===== src/rtl/imem_loader_pkg.sv =====
// Shared types and constants for the instruction-memory program loader.
// The loader FSM walks IDLE -> HDR -> DATA -> CSUM and then returns to IDLE.
package imem_loader_pkg;

  typedef enum logic [1:0] {
    IDLE = 2'd0,
    HDR  = 2'd1,
    DATA = 2'd2,
    CSUM = 2'd3
  } state_t;

  localparam int BYTE_W         = 8;
  localparam int BYTES_PER_WORD = 4;
  localparam int CSUM_W         = 8;

endpackage


===== src/rtl/imem_word_packer.sv =====
// Packs a big-endian byte stream into words. word_valid flags the byte that completes a word.
// When word_valid is high, word already contains that final byte.
module imem_word_packer
  import imem_loader_pkg::*;
#(
  parameter int WORD_W = 32
) (
  input  logic              clk,
  input  logic              rst_n,
  input  logic              clr,
  input  logic              byte_valid,
  input  logic [BYTE_W-1:0] byte_data,
  output logic [WORD_W-1:0] word,
  output logic              word_valid
);

  logic [WORD_W-BYTE_W-1:0] shift_q;
  logic [1:0]               cnt_q;

  // The word is combinational so the loader can register it on the same edge
  // that accepts the final byte.
  assign word       = {shift_q, byte_data};
  assign word_valid = byte_valid && (cnt_q == 2'(BYTES_PER_WORD - 1));

  // NOTE: sequential state uses non-blocking assignments so every flop samples pre-edge values.
  always_ff @(posedge clk or negedge rst_n) begin
    if (!rst_n) begin
      shift_q <= '0;
      cnt_q   <= '0;
    end else if (clr) begin
      shift_q <= '0;
      cnt_q   <= '0;
    end else if (byte_valid) begin
      shift_q <= word[WORD_W-BYTE_W-1:0];
      cnt_q   <= cnt_q + 2'd1;
    end
  end

endmodule


===== src/rtl/imem_loader.sv =====
// Loads a checksummed program image from a byte stream into the instruction memory.
// The CPU stays held until a load completes with a correct checksum.
module imem_loader
  import imem_loader_pkg::*;
#(
  parameter int ADDR_W = 8,
  parameter int WORD_W = 32
) (
  input  logic              clk,
  input  logic              rst_n,
  input  logic              start,
  input  logic              in_valid,
  input  logic [7:0]        in_data,
  output logic              in_ready,
  output logic              mem_we,
  output logic [ADDR_W-1:0] mem_addr,
  output logic [WORD_W-1:0] mem_wdata,
  output logic              busy,
  output logic              done,
  output logic              err,
  output logic              cpu_hold
);

  state_t              state_q, state_d;
  logic [7:0]          last_idx_q;
  logic [ADDR_W-1:0]   word_idx_q;
  logic [CSUM_W-1:0]   sum_q;
  logic [CSUM_W-1:0]   sum_next;
  logic [WORD_W-1:0]   packed_word;
  logic                word_valid;
  logic                accept;
  logic                start_load;
  logic                last_word;

  assign in_ready   = (state_q != IDLE);
  assign busy       = (state_q != IDLE);
  assign accept     = in_valid && in_ready;
  assign start_load = (state_q == IDLE) && start;
  assign sum_next   = sum_q + in_data;
  assign last_word  = word_valid && (word_idx_q == ADDR_W'(last_idx_q));

  imem_word_packer #(
    .WORD_W (WORD_W)
  ) u_packer (
    .clk        (clk),
    .rst_n      (rst_n),
    .clr        (start_load),
    .byte_valid (accept && (state_q == DATA)),
    .byte_data  (in_data),
    .word       (packed_word),
    .word_valid (word_valid)
  );

  // NOTE: next state gets a default before the case so no path infers a latch.
  always_comb begin
    state_d = state_q;
    unique case (state_q)
      IDLE: if (start)     state_d = HDR;
      HDR:  if (accept)    state_d = DATA;
      DATA: if (last_word) state_d = CSUM;
      CSUM: if (accept)    state_d = IDLE;
      default:             state_d = IDLE;
    endcase
  end

  always_ff @(posedge clk or negedge rst_n) begin
    if (!rst_n) state_q <= IDLE;
    else        state_q <= state_d;
  end

  // Counters, checksum and the memory write port. start_load and accept are
  // mutually exclusive because in_ready is low in IDLE.
  always_ff @(posedge clk or negedge rst_n) begin
    if (!rst_n) begin
      last_idx_q <= '0;
      word_idx_q <= '0;
      sum_q      <= '0;
      mem_we     <= 1'b0;
      mem_addr   <= '0;
      mem_wdata  <= '0;
      done       <= 1'b0;
      err        <= 1'b0;
      cpu_hold   <= 1'b0;
    end else begin
      mem_we <= 1'b0;
      done   <= 1'b0;
      if (start_load) begin
        err        <= 1'b0;
        cpu_hold   <= 1'b1;
        sum_q      <= '0;
        word_idx_q <= '0;
        last_idx_q <= '0;
      end
      if (accept) begin
        unique case (state_q)
          HDR: begin
            last_idx_q <= in_data;
            sum_q      <= sum_next;
          end
          DATA: begin
            sum_q <= sum_next;
            if (word_valid) begin
              mem_we     <= 1'b1;
              mem_addr   <= word_idx_q;
              mem_wdata  <= packed_word;
              word_idx_q <= word_idx_q + ADDR_W'(1);
            end
          end
          CSUM: begin
            done <= 1'b1;
            // A failed image keeps the CPU stalled; a good one releases it.
            if (sum_next != '0) err      <= 1'b1;
            else                cpu_hold <= 1'b0;
          end
          default: ;
        endcase
      end
    end
  end

endmodule


===== config.mk =====
export PLATFORM = sky130hd
export DESIGN_NAME = imem_loader
export DESIGN_NICKNAME = d
export VERILOG_FILES = /design/src/rtl/imem_loader_pkg.sv /design/src/rtl/imem_word_packer.sv /design/src/rtl/imem_loader.sv
export SDC_FILE = /design/constraint.sdc
export NUM_CORES = 1
export LEC_CHECK = 0
export ABC_AREA = 1
export CAP_MARGIN = 25
export CORE_MARGIN = 3
export CORE_UTILIZATION = 45
export DETAILED_ROUTE_END_ITERATION = 8
export PLACE_DENSITY = 0.67
export SLEW_MARGIN = 20
export SYNTH_ARGS = -nofsm -noshare
export SYNTH_HDL_FRONTEND = slang
export SYNTH_HIERARCHICAL = 1
export SYNTH_SLANG_ARGS = --single-unit

===== constraint.sdc =====
create_clock -name clk -period 4.3 [get_ports clk]
set_input_delay 1.29 -clock clk [delete_from_list [all_inputs] [get_ports clk]]
set_output_delay 1.29 -clock clk [all_outputs]
set_load 0.005 [all_outputs]

==> impl_metrics.json, run 1 <==
{
  "status": "finished, final reports clean",
  "grt_pass1_wl_um": 17300,
  "core_area_um2": 9910,
  "fin_crit_ns": 3.15,
  "cts_buffers": 9,
  "dp_cells": 705,
  "synth_fa_ha_area_share_pct": 3.92,
  "setup_viol_count_final": 0,
  "synth_area_um2": 4660,
  "synth_compound_area_share_pct": 3.46,
  "grt_pass1_vias": 3467,
  "fin_ws_ns": 1.15,
  "antenna_found_initial": 0,
  "layout.cells.non_filler": 720,
  "fin_nets": 609,
  "synthMuxAreaShare_pct": 0,
  "cpMaxStageDelayCell": "clkdlybuf4s50_1",
  "worstPathArrival_ns": 3.45,
  "hold_buffers": 0,
  "power_frac_comb_pct": 30.4,
  "maxCapViolations": 0,
  "fin_tns_setup_ns": 0,
  "critPathLaunchType": "input port",
  "pre_cts_ws_ns": 0.781,
  "reg2reg_to": "mem_wdata[14]$_DFFE_PN0P_",
  "drt-total-wl_um": 10100,
  "diodes": 0,
  "p_switching_mw": 0.928,
  "via_per_inst": 4.93,
  "clock.fmax_mhz": 318,
  "r2r_slack_ns": 1.82,
  "crit_chain": "clkdlybuf4s50_1 -> inv_1 -> nor2_4 -> inv_1 -> nor2_4 -> nand2_1 -> inv_1 -> nand3_4 -> inv_2 -> buf_4 -> nand2_1 -> nand2_1",
  "io_buffers": 57,
  "grt_max_degree": 57,
  "hold_depth": 2,
  "skew_ns": 0.0122,
  "first_pass_iters": 4,
  "min_to": "u_packer/shift_q[17]$_DFFE_PN0P_",
  "total_power_mw": 2.51,
  "ys.warnings.count": 6,
  "worst_slew_pin_slew_ns": 0.719,
  "ys_seq_elements": 96,
  "sw_frac_of_total_pct": 37.0,
  "start_util_pct": 47.0,
  "synthSimpleGateAreaFrac_pct": 31.8,
  "seq_power_share_pct": 45.1,
  "syn_nets": 565,
  "area_growth_syn_to_layout_pct": 16.5,
  "avgSynthCellArea_um2": 8.65,
  "nFillCells": 930,
  "maxSlewHeadroom_pct": 52.1,
  "clock_sinks": 96,
  "synth.yosys.seq_area_share_pct": 51.5,
  "path_class": "input port to flip-flop",
  "vias": 3553,
  "overflow": 0,
  "min_from": "u_packer/shift_q[17]$_DFFE_PN0P_",
  "path_clk_slew_ns": 0.10,
  "rsz0062_at_grt": "no",
  "whs_ns": 0.482,
  "die_area_um2": 11600,
  "synth_xor_area_share_pct": 0.940,
  "leakagePower_nw": 2.80,
  "hold_path.class": "flip-flop to flip-flop",
  "fp.dieW_um": 108,
  "routedWlPerCell_um": 14.0,
  "die_h_um": 108,
  "drv_slew": 0,
  "cp-end-kind": "flip-flop",
  "clock_path_buffers": 2,
  "grtUsageTotal_pct": 18.8,
  "root_buffer": "clkbuf_8",
  "crit_fanout": 30,
  "ioPinCount": 58,
  "routabilityCongestion": 0.841,
  "final.period_utilization_pct": 73.2,
  "power_frac_clock_pct": 24.4,
  "fp-row-count": 36,
  "syn_inst": 539,
  "clock_latency_ns": 0.36,
  "required_ns": 4.60,
  "max_stage_delay_ns": 0.45,
  "yosys.cell_types.count": 35,
  "hpwl_um": 6880,
  "timing.rr.start": "state_q[0]$_DFFE_PN0P_",
  "h-tree-depth": 3,
  "vdd_ir_drop_max_v": 0.000198,
  "p_int_mw": 1.58,
  "ant_nets": 0,
  "final_layout_size_suffix_gt1_share_pct": 10.4,
  "cts_resized": 0,
  "cts_tree": "yes",
  "synth_top_family_by_area": "simple AND/OR/NAND/NOR gates",
  "drc_errors": 0,
  "drt-initial-drc-count": 185,
  "cts_setup_buffers": 0,
  "hold_viol": 0,
  "reg2reg_depth": 12,
  "p_per_area_nw_per_um2": 462
}
cell families (layout without fill, tap and decap cells):
family | count (synthesis) | in the layout
buf+inv | 75 | 123
compound gates | 28 | 28
flops | 96 | 96
simple gates | 321 | 321
fa+ha+maj | 14 | 14
xor+xnor | 5 | 5
through the flow:
step	instance area, um2	util (%)
2_1_floorplan	4660	-
3_3_place_gp	5230	52.8
3_5_place_dp	5230	52.8
4_1_cts	5430	54.8
5_1_grt	5430	54.8
6_report	5430	54.8
sequential cells by signal (all words and copies together) (netlist names):
name and flops:
mem_wdata 32, u_packer/shift_q 24, last_idx_q 8, mem_addr 8, sum_q 8, word_idx_q 8
state_q 2, u_packer/cnt_q 2, cpu_hold 1, done 1, err 1, mem_we 1
synthesized netlist by cell type, drive strengths merged:
library cell | n | area (um2)
a211oi | 1 | 12.5
a21boi | 1 | 7.51
a21oi | 5 | 25.0
buf | 25 | 200
clkbuf | 5 | 18.8
dfrtp | 96 | 2400
fa | 1 | 20.0
ha | 13 | 163
inv | 45 | 171
nand2 | 226 | 851
nand3 | 70 | 473
nand4 | 2 | 12.5
nor2 | 16 | 91.3
nor3 | 3 | 25.0
o211ai | 1 | 7.51
o21ai | 16 | 80.1
o22ai | 1 | 6.26
o31ai | 3 | 22.5
or2 | 4 | 27.5
xnor2 | 5 | 43.8
layer usage:
layer  GRT usage (%)  part of all wire, %
met5               0                    0
met2            28.2                   45
met4            6.85                  1.4
met1            27.9                   50
met3            2.70                  4.2
power by group through the flow:
stage          Clock (mW)  Combinational [mW]  Sequential [mW]
6_report            0.613               0.764             1.13
4_1_cts             0.627               0.766             1.13
5_1_grt             0.666               0.871             1.15
3_3_place_gp            0               0.739             1.15
2_1_floorplan           0               0.616             1.12
3_5_place_dp            0               0.762             1.15
cell type report:
cell class	count	area [um2]	area share, %
Sequential cell	96	2400	44.2
Clock buffer	10	138	2.53
Clock inverter	5	63.8	1.18
Timing Repair Buffer	63	613	11.3
Inverter	45	171	3.16
Tap cell	133	166	3.06
Multi-Input combinational cell	368	1880	34.5
cell usage in the layout (no fill, tap or decap), types with 2 or more instances in the layout:
cell               n
o21ai_1            5
nand3_2           22
inv_2              3
nand3_1           47
ha_1              13
nor2_1            10
nor2_4             2
a21oi_1            5
dfrtp_1           96
nor3_2             2
clkbuf_8          10
o21ai_0           11
inv_6              2
nand4_1            2
o31ai_1            3
nor2_2             3
buf_4              7
xnor2_1            5
nand2_1          225
inv_1             41
or2_1              2
clkdlybuf4s50_1   56
critical path: cells and delay by family:
kind | cells | cell delay (ns)
buf+inv | 6 | 1.31
simple gates | 6 | 0.82
worst max-delay path by stage:
stage                          start                         to  slack, ns  cells after the start
after global routing        in_valid   mem_wdata[2]$_DFFE_PN0P_       0.92                     12
after floorplan             in_valid     state_q[0]$_DFFE_PN0P_       1.36                     17
after detailed placement    in_valid   mem_wdata[5]$_DFFE_PN0P_       0.78                     12
after CTS                   in_valid  mem_wdata[14]$_DFFE_PN0P_       1.16                     12
final                       in_valid  mem_wdata[14]$_DFFE_PN0P_       1.15                     12
after global placement    in_data[0]         cpu_hold$_DFF_PN0_       0.84                     14
(Power assumes the default switching activity.)
==> inputs of run 2 (changes only) <==
- PLACE_DENSITY: 0.67 -> 0.69
- clock period: 4.3 -> 2.6 ns (I/O delays scaled with it)
==> run 2 against run 1 <==
First-iteration DRC count rose by 31%. Highest routed layer unchanged. Critical path depth shrank 8. Critical endpoint is now in_ready. Clock power rose by 60%. Cell count rose by 2.5%. Clock skew down 0.0045 ns. Flip-flop and latch count stayed put. Non-clock buffer count is 17 higher. Design area is 2.7% higher. Via count up 2.6%.
==> impl_metrics.json, run 2 (synthesis results as in run 1) <==
{
  "status": "finished, final reports clean",
  "start_util_pct": 47.0,
  "final.period_utilization_pct": 95.1,
  "drt-initial-drc-count": 243,
  "largest_reg_flops": 32,
  "diodes": 0,
  "p_per_area_nw_per_um2": 753,
  "clock_latency_ns": 0.36,
  "layout.cells.non_filler": 738,
  "fin_nets": 626,
  "maxCapViolations": 0,
  "largest-register": "mem_wdata",
  "core_area_um2": 9910,
  "root_buffer": "clkbuf_8",
  "mostFrequentLayoutCells": "nand2_1 (225), dfrtp_1 (96), clkdlybuf4s50_1 (56)",
  "worst_slew_pin_slew_ns": 0.544,
  "clock_sinks": 96,
  "routedWlPerCell_um": 13.7,
  "grt_pass1_vias": 3586,
  "nFillCells": 925,
  "reg.largest.list": "mem_wdata (32), u_packer/shift_q (24)",
  "vias": 3646,
  "die_area_um2": 11600,
  "hold_path.class": "input port to async pin",
  "drc_errors": 0,
  "h-tree-depth": 3,
  "grtUsageTotal_pct": 18.5,
  "reg2reg_depth": 15,
  "worstPathArrival_ns": 1.69,
  "path_clk_slew_ns": 0.09,
  "drt-total-wl_um": 10100,
  "final_common_cell": "nand2_1",
  "overflow": 0,
  "via_per_inst": 4.94,
  "io_buffers": 57,
  "fin_crit_ns": 2.47,
  "antenna_found_initial": 0,
  "clock_path_buffers": 2,
  "leakagePower_nw": 2.89,
  "timing.rr.start": "state_q[0]$_DFFE_PN0P_",
  "dpl_cell_area_um2": 5360,
  "grt_pass1_wl_um": 17200,
  "skew_ns": 0.00775,
  "area_growth_syn_to_layout_pct": 19.7,
  "critPathLaunchType": "flip-flop",
  "fp-row-count": 36,
  "grt_max_degree": 44,
  "routabilityCongestion": 0.869,
  "hold_viol": 0,
  "clock.fmax_mhz": 404,
  "required_ns": 1.82,
  "final_layout_size_suffix_gt1_share_pct": 13.1,
  "cp-end-kind": "output port",
  "setup_viol_count_final": 0,
  "fp.dieW_um": 108,
  "vdd_ir_drop_max_v": 0.000385,
  "first_pass_iters": 5,
  "ioPinCount": 58,
  "final_cell_area_um2": 5580,
  "reg2reg_to": "state_q[1]$_DFFE_PN0P_",
  "drv_slew": 0,
  "cts_buffers": 9,
  "maxSlewHeadroom_pct": 63.7,
  "hpwl_um": 7250,
  "cts_tree": "yes",
  "dp_cells": 719,
  "ant_nets": 0,
  "rsz0062_at_grt": "no",
  "die_h_um": 108,
  "r2r_slack_ns": 0.60,
  "path_class": "flip-flop to output port",
  "crit_fanout": 4
}
run 2: per-layer routing:
metal	share of wire [%]	track usage (%)	vias up
li1	-	-	1816
met1	47	26.5	1734
met2	48	29.0	85
met3	4.2	2.82	11
met4	1.2	5.77	0
met5	0	0	-
run 2: critical path, stage by stage, from the launching register on:
cell             delay (ns)
dfrtp_1                0.39
inv_1                  0.08
ha_1                   0.27
inv_2                  0.10
clkdlybuf4s50_1        0.50
run 2: power by group:
| part | leakage (nW) | internal (mW) | switching (mW) | total [mW] |
|---|---|---|---|---|
| clock network | 0.0993 | 0.470 | 0.512 | 0.982 |
| registers | 1.31 | 1.70 | 0.175 | 1.88 |
| logic | 1.48 | 0.502 | 0.843 | 1.34 |
| total | 2.89 | 2.67 | 1.53 | 4.20 |
run 2: how the worst max path moves through the flow:
stage	start	endpoint	slack (ns)	cells past startpoint
2_1_floorplan	in_valid	state_q[0]$_DFFE_PN0P_	0.17	17
3_3_place_gp	in_data[0]	cpu_hold$_DFF_PN0_	-0.15	14
3_5_place_dp	in_data[0]	cpu_hold$_DFF_PN0_	-0.17	14
4_1_cts	state_q[0]$_DFFE_PN0P_	in_ready	0.03	4
5_1_grt	in_data[0]	cpu_hold$_DFF_PN0_	0.02	14
6_report	state_q[0]$_DFFE_PN0P_	in_ready	0.13	4
run 2: repair_timing:
| item | CTS | global route |
|---|---|---|
| buffers inserted | 0 | 3 |
| gates resized for setup | 0 | 1 |
| hold buffers | 0 | 0 |
| endpoints found under the setup margin | 0 | 2 |
run 2: area by class of cell:
cell class | count | area, um2 | share of cell area, %
clock buffers | 11 | 141 | 2.53
clock inverters | 5 | 56.3 | 1.01
flip-flops and latches | 96 | 2400 | 43.1
multi-input cells | 368 | 1880 | 33.6
repair buffers | 80 | 766 | 13.7
well taps | 133 | 166 | 2.98
inverters | 45 | 171 | 3.07
run 2: per-stage QoR:
step,utilization (%),power (mW),setup TNS [ns],hold slack [ns],setup WS (ns)
2_1_floorplan,-,2.87,0,0.442,0.168
3_3_place_gp,54.1,3.16,-0.282,0.457,-0.150
3_5_place_dp,54.1,3.21,-0.337,0.466,-0.169
4_1_cts,56.1,4.19,0,0.387,0.0282
5_1_grt,56.3,4.49,0,0.398,0.0218
6_report,56.3,4.20,0,0.368,0.127
==> inputs of run 3 (changes only) <==
- CTS_BUF_LIST: not set -> sky130_fd_sc_hd__clkbuf_16
- CTS_CLUSTER_DIAMETER: not set -> 100
==> run 3 against run 2 <==
Flip-flop and latch count unchanged. Critical path depth unchanged. Cell count fell by 0.41%. Worst hold slack improved by 0.024 ns. Critical path type unchanged. Count of clock-buffer cells in the layout down 2. Die area stayed put. Global-route usage grew 0.31 points. Maximum frequency fell by 2.0%. Combinational power about the same.
==> impl_metrics.json, run 3 (synthesis results as in run 1) <==
{
  "status": "finished, final reports clean",
  "path_clk_slew_ns": 0.07,
  "timing.rr.start": "state_q[0]$_DFFE_PN0P_",
  "fp-row-count": 36,
  "drc_errors": 0,
  "vias": 3626,
  "reg2reg_depth": 15,
  "cts_resized": 0,
  "crit_chain": "inv_1 -> ha_1 -> inv_1 -> clkdlybuf4s50_1",
  "fin_ws_ns": 0.0766,
  "hold_buffers": 0,
  "clock_sinks": 96,
  "whs_ns": 0.392,
  "worstPathArrival_ns": 1.74,
  "reg2reg_to": "state_q[0]$_DFFE_PN0P_",
  "rsz0062_at_grt": "no",
  "clock_latency_ns": 0.33,
  "final_layout_size_suffix_gt1_share_pct": 12.5,
  "pre_cts_ws_ns": -0.169,
  "mostFrequentLayoutCells": "nand2_1 (225), dfrtp_1 (96), clkdlybuf4s50_1 (56)",
  "leakagePower_nw": 2.92,
  "overflow": 0,
  "path_common_cell": "inv_1",
  "start_util_pct": 47.0,
  "crit_fanout": 4,
  "seq_area_um2": 2400,
  "cts_setup_buffers": 0,
  "grtUsageTotal_pct": 18.8,
  "setup_viol_count_final": 0,
  "cts_buffers": 9,
  "maxCapViolations": 0,
  "h-tree-depth": 3,
  "die_h_um": 108,
  "required_ns": 1.82,
  "maxSlewHeadroom_pct": 62.6,
  "first_pass_iters": 4,
  "io_buffers": 57,
  "root_buffer": "clkbuf_16",
  "fin_tns_setup_ns": 0,
  "final_common_cell": "nand2_1",
  "ant_nets": 0,
  "clock.fmax_mhz": 396,
  "fp.dieW_um": 108,
  "hpwl_um": 7250,
  "grt_max_degree": 44,
  "cts_tree": "yes",
  "clock_path_buffers": 2,
  "drt-total-wl_um": 10200,
  "cp_top_family": "buffers and inverters",
  "largest-register": "mem_wdata",
  "routedWlPerCell_um": 13.9,
  "p_per_area_nw_per_um2": 793,
  "drv_slew": 0,
  "cp-endpoint": "in_ready",
  "grt_pass1_wl_um": 17300,
  "path_depth": 4,
  "die_area_um2": 11600,
  "skew_ns": 0.00697,
  "r2r_slack_ns": 0.58,
  "routabilityCongestion": 0.869,
  "hold_path.class": "input port to async pin",
  "grt_pass1_vias": 3593,
  "fin_crit_ns": 2.52,
  "drt-initial-drc-count": 235,
  "vdd_ir_drop_max_v": 0.000404,
  "area_growth_syn_to_layout_pct": 21.2,
  "diodes": 0,
  "cp.buffers_inverters": 3,
  "hold_viol": 0,
  "largest_reg_flops": 32,
  "reg.largest.list": "mem_wdata (32), u_packer/shift_q (24)",
  "cp-end-kind": "output port",
  "fin_nets": 623,
  "final.period_utilization_pct": 97.1,
  "core_area_um2": 9910,
  "worstSetupStartpoint": "state_q[0]$_DFFE_PN0P_",
  "multi_input_area_um2": 1880,
  "via_per_inst": 4.93,
  "antenna_found_initial": 0,
  "critPathLaunchType": "flip-flop",
  "ioPinCount": 58,
  "cpMaxStageDelayCell": "clkdlybuf4s50_1",
  "nFillCells": 909,
  "path_class": "flip-flop to output port",
  "worst_slew_pin_slew_ns": 0.560,
  "max_stage_delay_ns": 0.52
}
## run 3: changes by cell type in the layout (fill, tap and decap cells not counted), sizes merged
cell | previous run | this run
clkinv | 3 | 4
clkbuf | 11 | 9
inv | 45 | 46
buf | 24 | 21
## run 3: worst min path at each step
stage | start | endpoint | slack, ns | cells after the start
CTS | rst_n | mem_wdata[19]$_DFFE_PN0P_ | 0.41 | 1
detailed placement | u_packer/shift_q[19]$_DFFE_PN0P_ | u_packer/shift_q[19]$_DFFE_PN0P_ | 0.47 | 2
global placement | u_packer/cnt_q[1]$_DFFE_PN0P_ | u_packer/cnt_q[1]$_DFFE_PN0P_ | 0.46 | 2
floorplan | u_packer/shift_q[16]$_DFFE_PN0P_ | mem_wdata[24]$_DFFE_PN0P_ | 0.44 | 2
global route | rst_n | mem_wdata[19]$_DFFE_PN0P_ | 0.43 | 1
finish | rst_n | mem_wdata[20]$_DFFE_PN0P_ | 0.39 | 1
## run 3: area by class of cell
class	instances	area share, %
sequential	96	42.5
timing repair buffer	77	13.2
inverter	45	3.03
tap	133	2.95
clock buffer	9	3.99
clock inverter	7	1.13
multi-input combinational	368	33.2
## run 3: per-layer routing
metal	GRT usage (%)	wire length, um
met1	26.5	4700
met2	29.5	4900
met3	4.56	505
met4	4.42	97
met5	0	0
## run 3: where the power goes
part / total, mW / internal (mW) / switching, mW / leakage, nW
Sequential: 1.89 / 1.70 / 0.182 / 1.31
Combinational: 1.31 / 0.475 / 0.836 / 1.46
Clock: 1.28 / 0.737 / 0.544 / 0.144
Total: 4.48 / 2.92 / 1.56 / 2.92
## run 3: stage by stage
stage,util [%],cell area [um2],cells,power [mW]
final,57.0,5650,735,4.48
after CTS,57.0,5650,735,4.51
after detailed placement,54.1,5360,719,3.21
after global placement,54.1,5360,719,3.16
after global routing,57.0,5650,735,4.78
after floorplan,-,4660,539,2.87
==> RTL edit, RTL diff (config.mk and constraints of run 2) <==
The package constant `CSUM_W` goes from 8 to 12.
--- a/src/rtl/imem_loader_pkg.sv
+++ b/src/rtl/imem_loader_pkg.sv
@@ -11,7 +11,7 @@
 
   localparam int BYTE_W         = 8;
   localparam int BYTES_PER_WORD = 4;
-  localparam int CSUM_W         = 8;
+  localparam int CSUM_W         = 12;
 
 endpackage
 
Check against the original RTL: not equivalent (Yosys sat finds a counterexample within 10 cycles, from zero or initial values and one cycle with rst_n low).
==> RTL edit against run 2 <==
  * Wire length rose by 11%
  * Largest power group unchanged
  * Critical path type unchanged
  * Non-clock buffer count grew 15
  * Core utilization grew 1.1 points
  * Final area increased by 8.6%
  * First-iteration DRC count decreased by 9.1%
  * Worst setup slack worse by 43 ps
  * Power grew 12%
  * Synthesized area rose by 6.9%
  * Sequential cell count increased by 4
==> RTL edit: results (changes against run 2) <==
* completed — status, unchanged
* 50 — maximum number of pins on one net before global-route repair, was 44
* 4101 — number of global-route vias before repair, was 3586
* 370 ps — worst reg2reg setup slack, was 600 ps
* 12.79% — share of cells above drive strength 1, was 13.06%
* 808 — Cells after DPL, was 719
* 968 — Fill cells, was 925
* 1.723 mW — P_sw, was 1.529 mW
* 0.8507 — final RePlAce weighted congestion, was 0.8694
* 635 — Synthesized Nets, was 565
* 31 — number of distinct standard cells referenced by the synthesized netlist, was 35
* 19.60 mm — wire length of the first global-routing pass, was 17.18 mm
* 3.180 nW — leakage, was 2.892 nW
* 4090 — vias after detailed routing, was 3646
* 3.917% — post-synthesis adder-cell area fraction, was 3.919%
* sky130_fd_sc_hd__nand2_1 (259), sky130_fd_sc_hd__dfrtp_1 (100), sky130_fd_sc_hd__nand3_1 (51), sky130_fd_sc_hd__inv_1 (43), sky130_fd_sc_hd__nor2_1 (27) — commonest cells in the netlist, was sky130_fd_sc_hd__nand2_1 (225), sky130_fd_sc_hd__dfrtp_1 (96), sky130_fd_sc_hd__nand3_1 (47), sky130_fd_sc_hd__inv_1 (41), sky130_fd_sc_hd__nand3_2 (22)
* 8.320 mm — half-perimeter wire length after detailed placement, was 7.251 mm
* 3.791% — synthesized-area fraction occupied by ao, oa, aoi and oai cells, was 3.463%
* sky130_fd_sc_hd__dfrtp_1 (50%), sky130_fd_sc_hd__nand2_1 (20%), sky130_fd_sc_hd__nand3_1 (5.1%), sky130_fd_sc_hd__nand3_2 (4.0%), sky130_fd_sc_hd__ha_1 (3.5%) — top area cells in the synthesized netlist, was sky130_fd_sc_hd__dfrtp_1 (52%), sky130_fd_sc_hd__nand2_1 (18%), sky130_fd_sc_hd__nand3_1 (5.0%), sky130_fd_sc_hd__nand3_2 (4.7%), sky130_fd_sc_hd__ha_1 (3.5%)
* 50.21% — sequential fraction of the synthesis area, was 51.54%
* 0.7030% — xor and xnor area share after synthesis, was 0.9396%
* 19.01% — overall routing resource usage, was 18.49%
* mem_wdata x32, u_packer/shift_q x24, sum_q x12 — biggest registers after layout, was mem_wdata x32, u_packer/shift_q x24
* 824 — final instance count without filler cells, was 738
* 12.29 ps — clock skew, was 7.748 ps
* 1740 ps — Critical Path AT, was 1690 ps
RTL edit: cell types whose count changed in the layout (fill, tap and decap cells not counted), sizes merged, moves of 3 or more:
cell | before | now
buf | 24 | 39
dfrtp | 96 | 100
inv | 45 | 48
nand2 | 226 | 261
nand4 | 2 | 5
nor2 | 16 | 28
nor3 | 3 | 6
o21ai | 16 | 23
o31ai | 3 | 6
or2 | 4 | 0
xnor2 | 5 | 0
xor2 | 0 | 4
RTL edit: repair_timing:
item	in CTS	in global routing
endpoints found under the setup margin	0	2
hold buffers	0	0
buffers inserted	0	1
resized for setup	0	8
RTL edit: power groups by stage:
stage / clock, mW / combinational, mW / sequential [mW]
2_1_floorplan: 0 / 1.13 / 1.98
3_3_place_gp: 0 / 1.54 / 2.02
3_5_place_dp: 0 / 1.59 / 2.03
4_1_cts: 1.10 / 1.60 / 2.01
5_1_grt: 1.17 / 1.83 / 2.04
6_report: 1.07 / 1.60 / 2.01
RTL edit: metrics by stage:
| stage | power, mW | instance area [sq um] | setup WS, ps |
|---|---|---|---|
| after floorplan | 3.104 | 4984 | 263.2 |
| after detailed placement | 3.621 | 5824 | -376.0 |
| after global placement | 3.562 | 5824 | -314.3 |
| after CTS | 4.703 | 6037 | 12.95 |
| final | 4.689 | 6060 | 83.74 |
| after global routing | 5.036 | 6060 | 8.440 |
RTL edit: layer usage:
metal	share of wire, %	track usage, %	vias up
li1	-	-	2063
met1	47	26.89	1927
met2	47	30.24	88
met3	4.3	3.548	12
met4	1.3	4.947	0
met5	0	0	-
RTL edit: layout make-up:
class	count	area [sq um]	area share, %
flip-flops and latches	100	2502	41.30
multi-input cells	429	2105	34.73
repair buffers	95	883.3	14.58
inverters	49	186.4	3.077
well taps	136	170.2	2.808
clock buffers	10	127.6	2.106
clock inverters	5	85.08	1.404
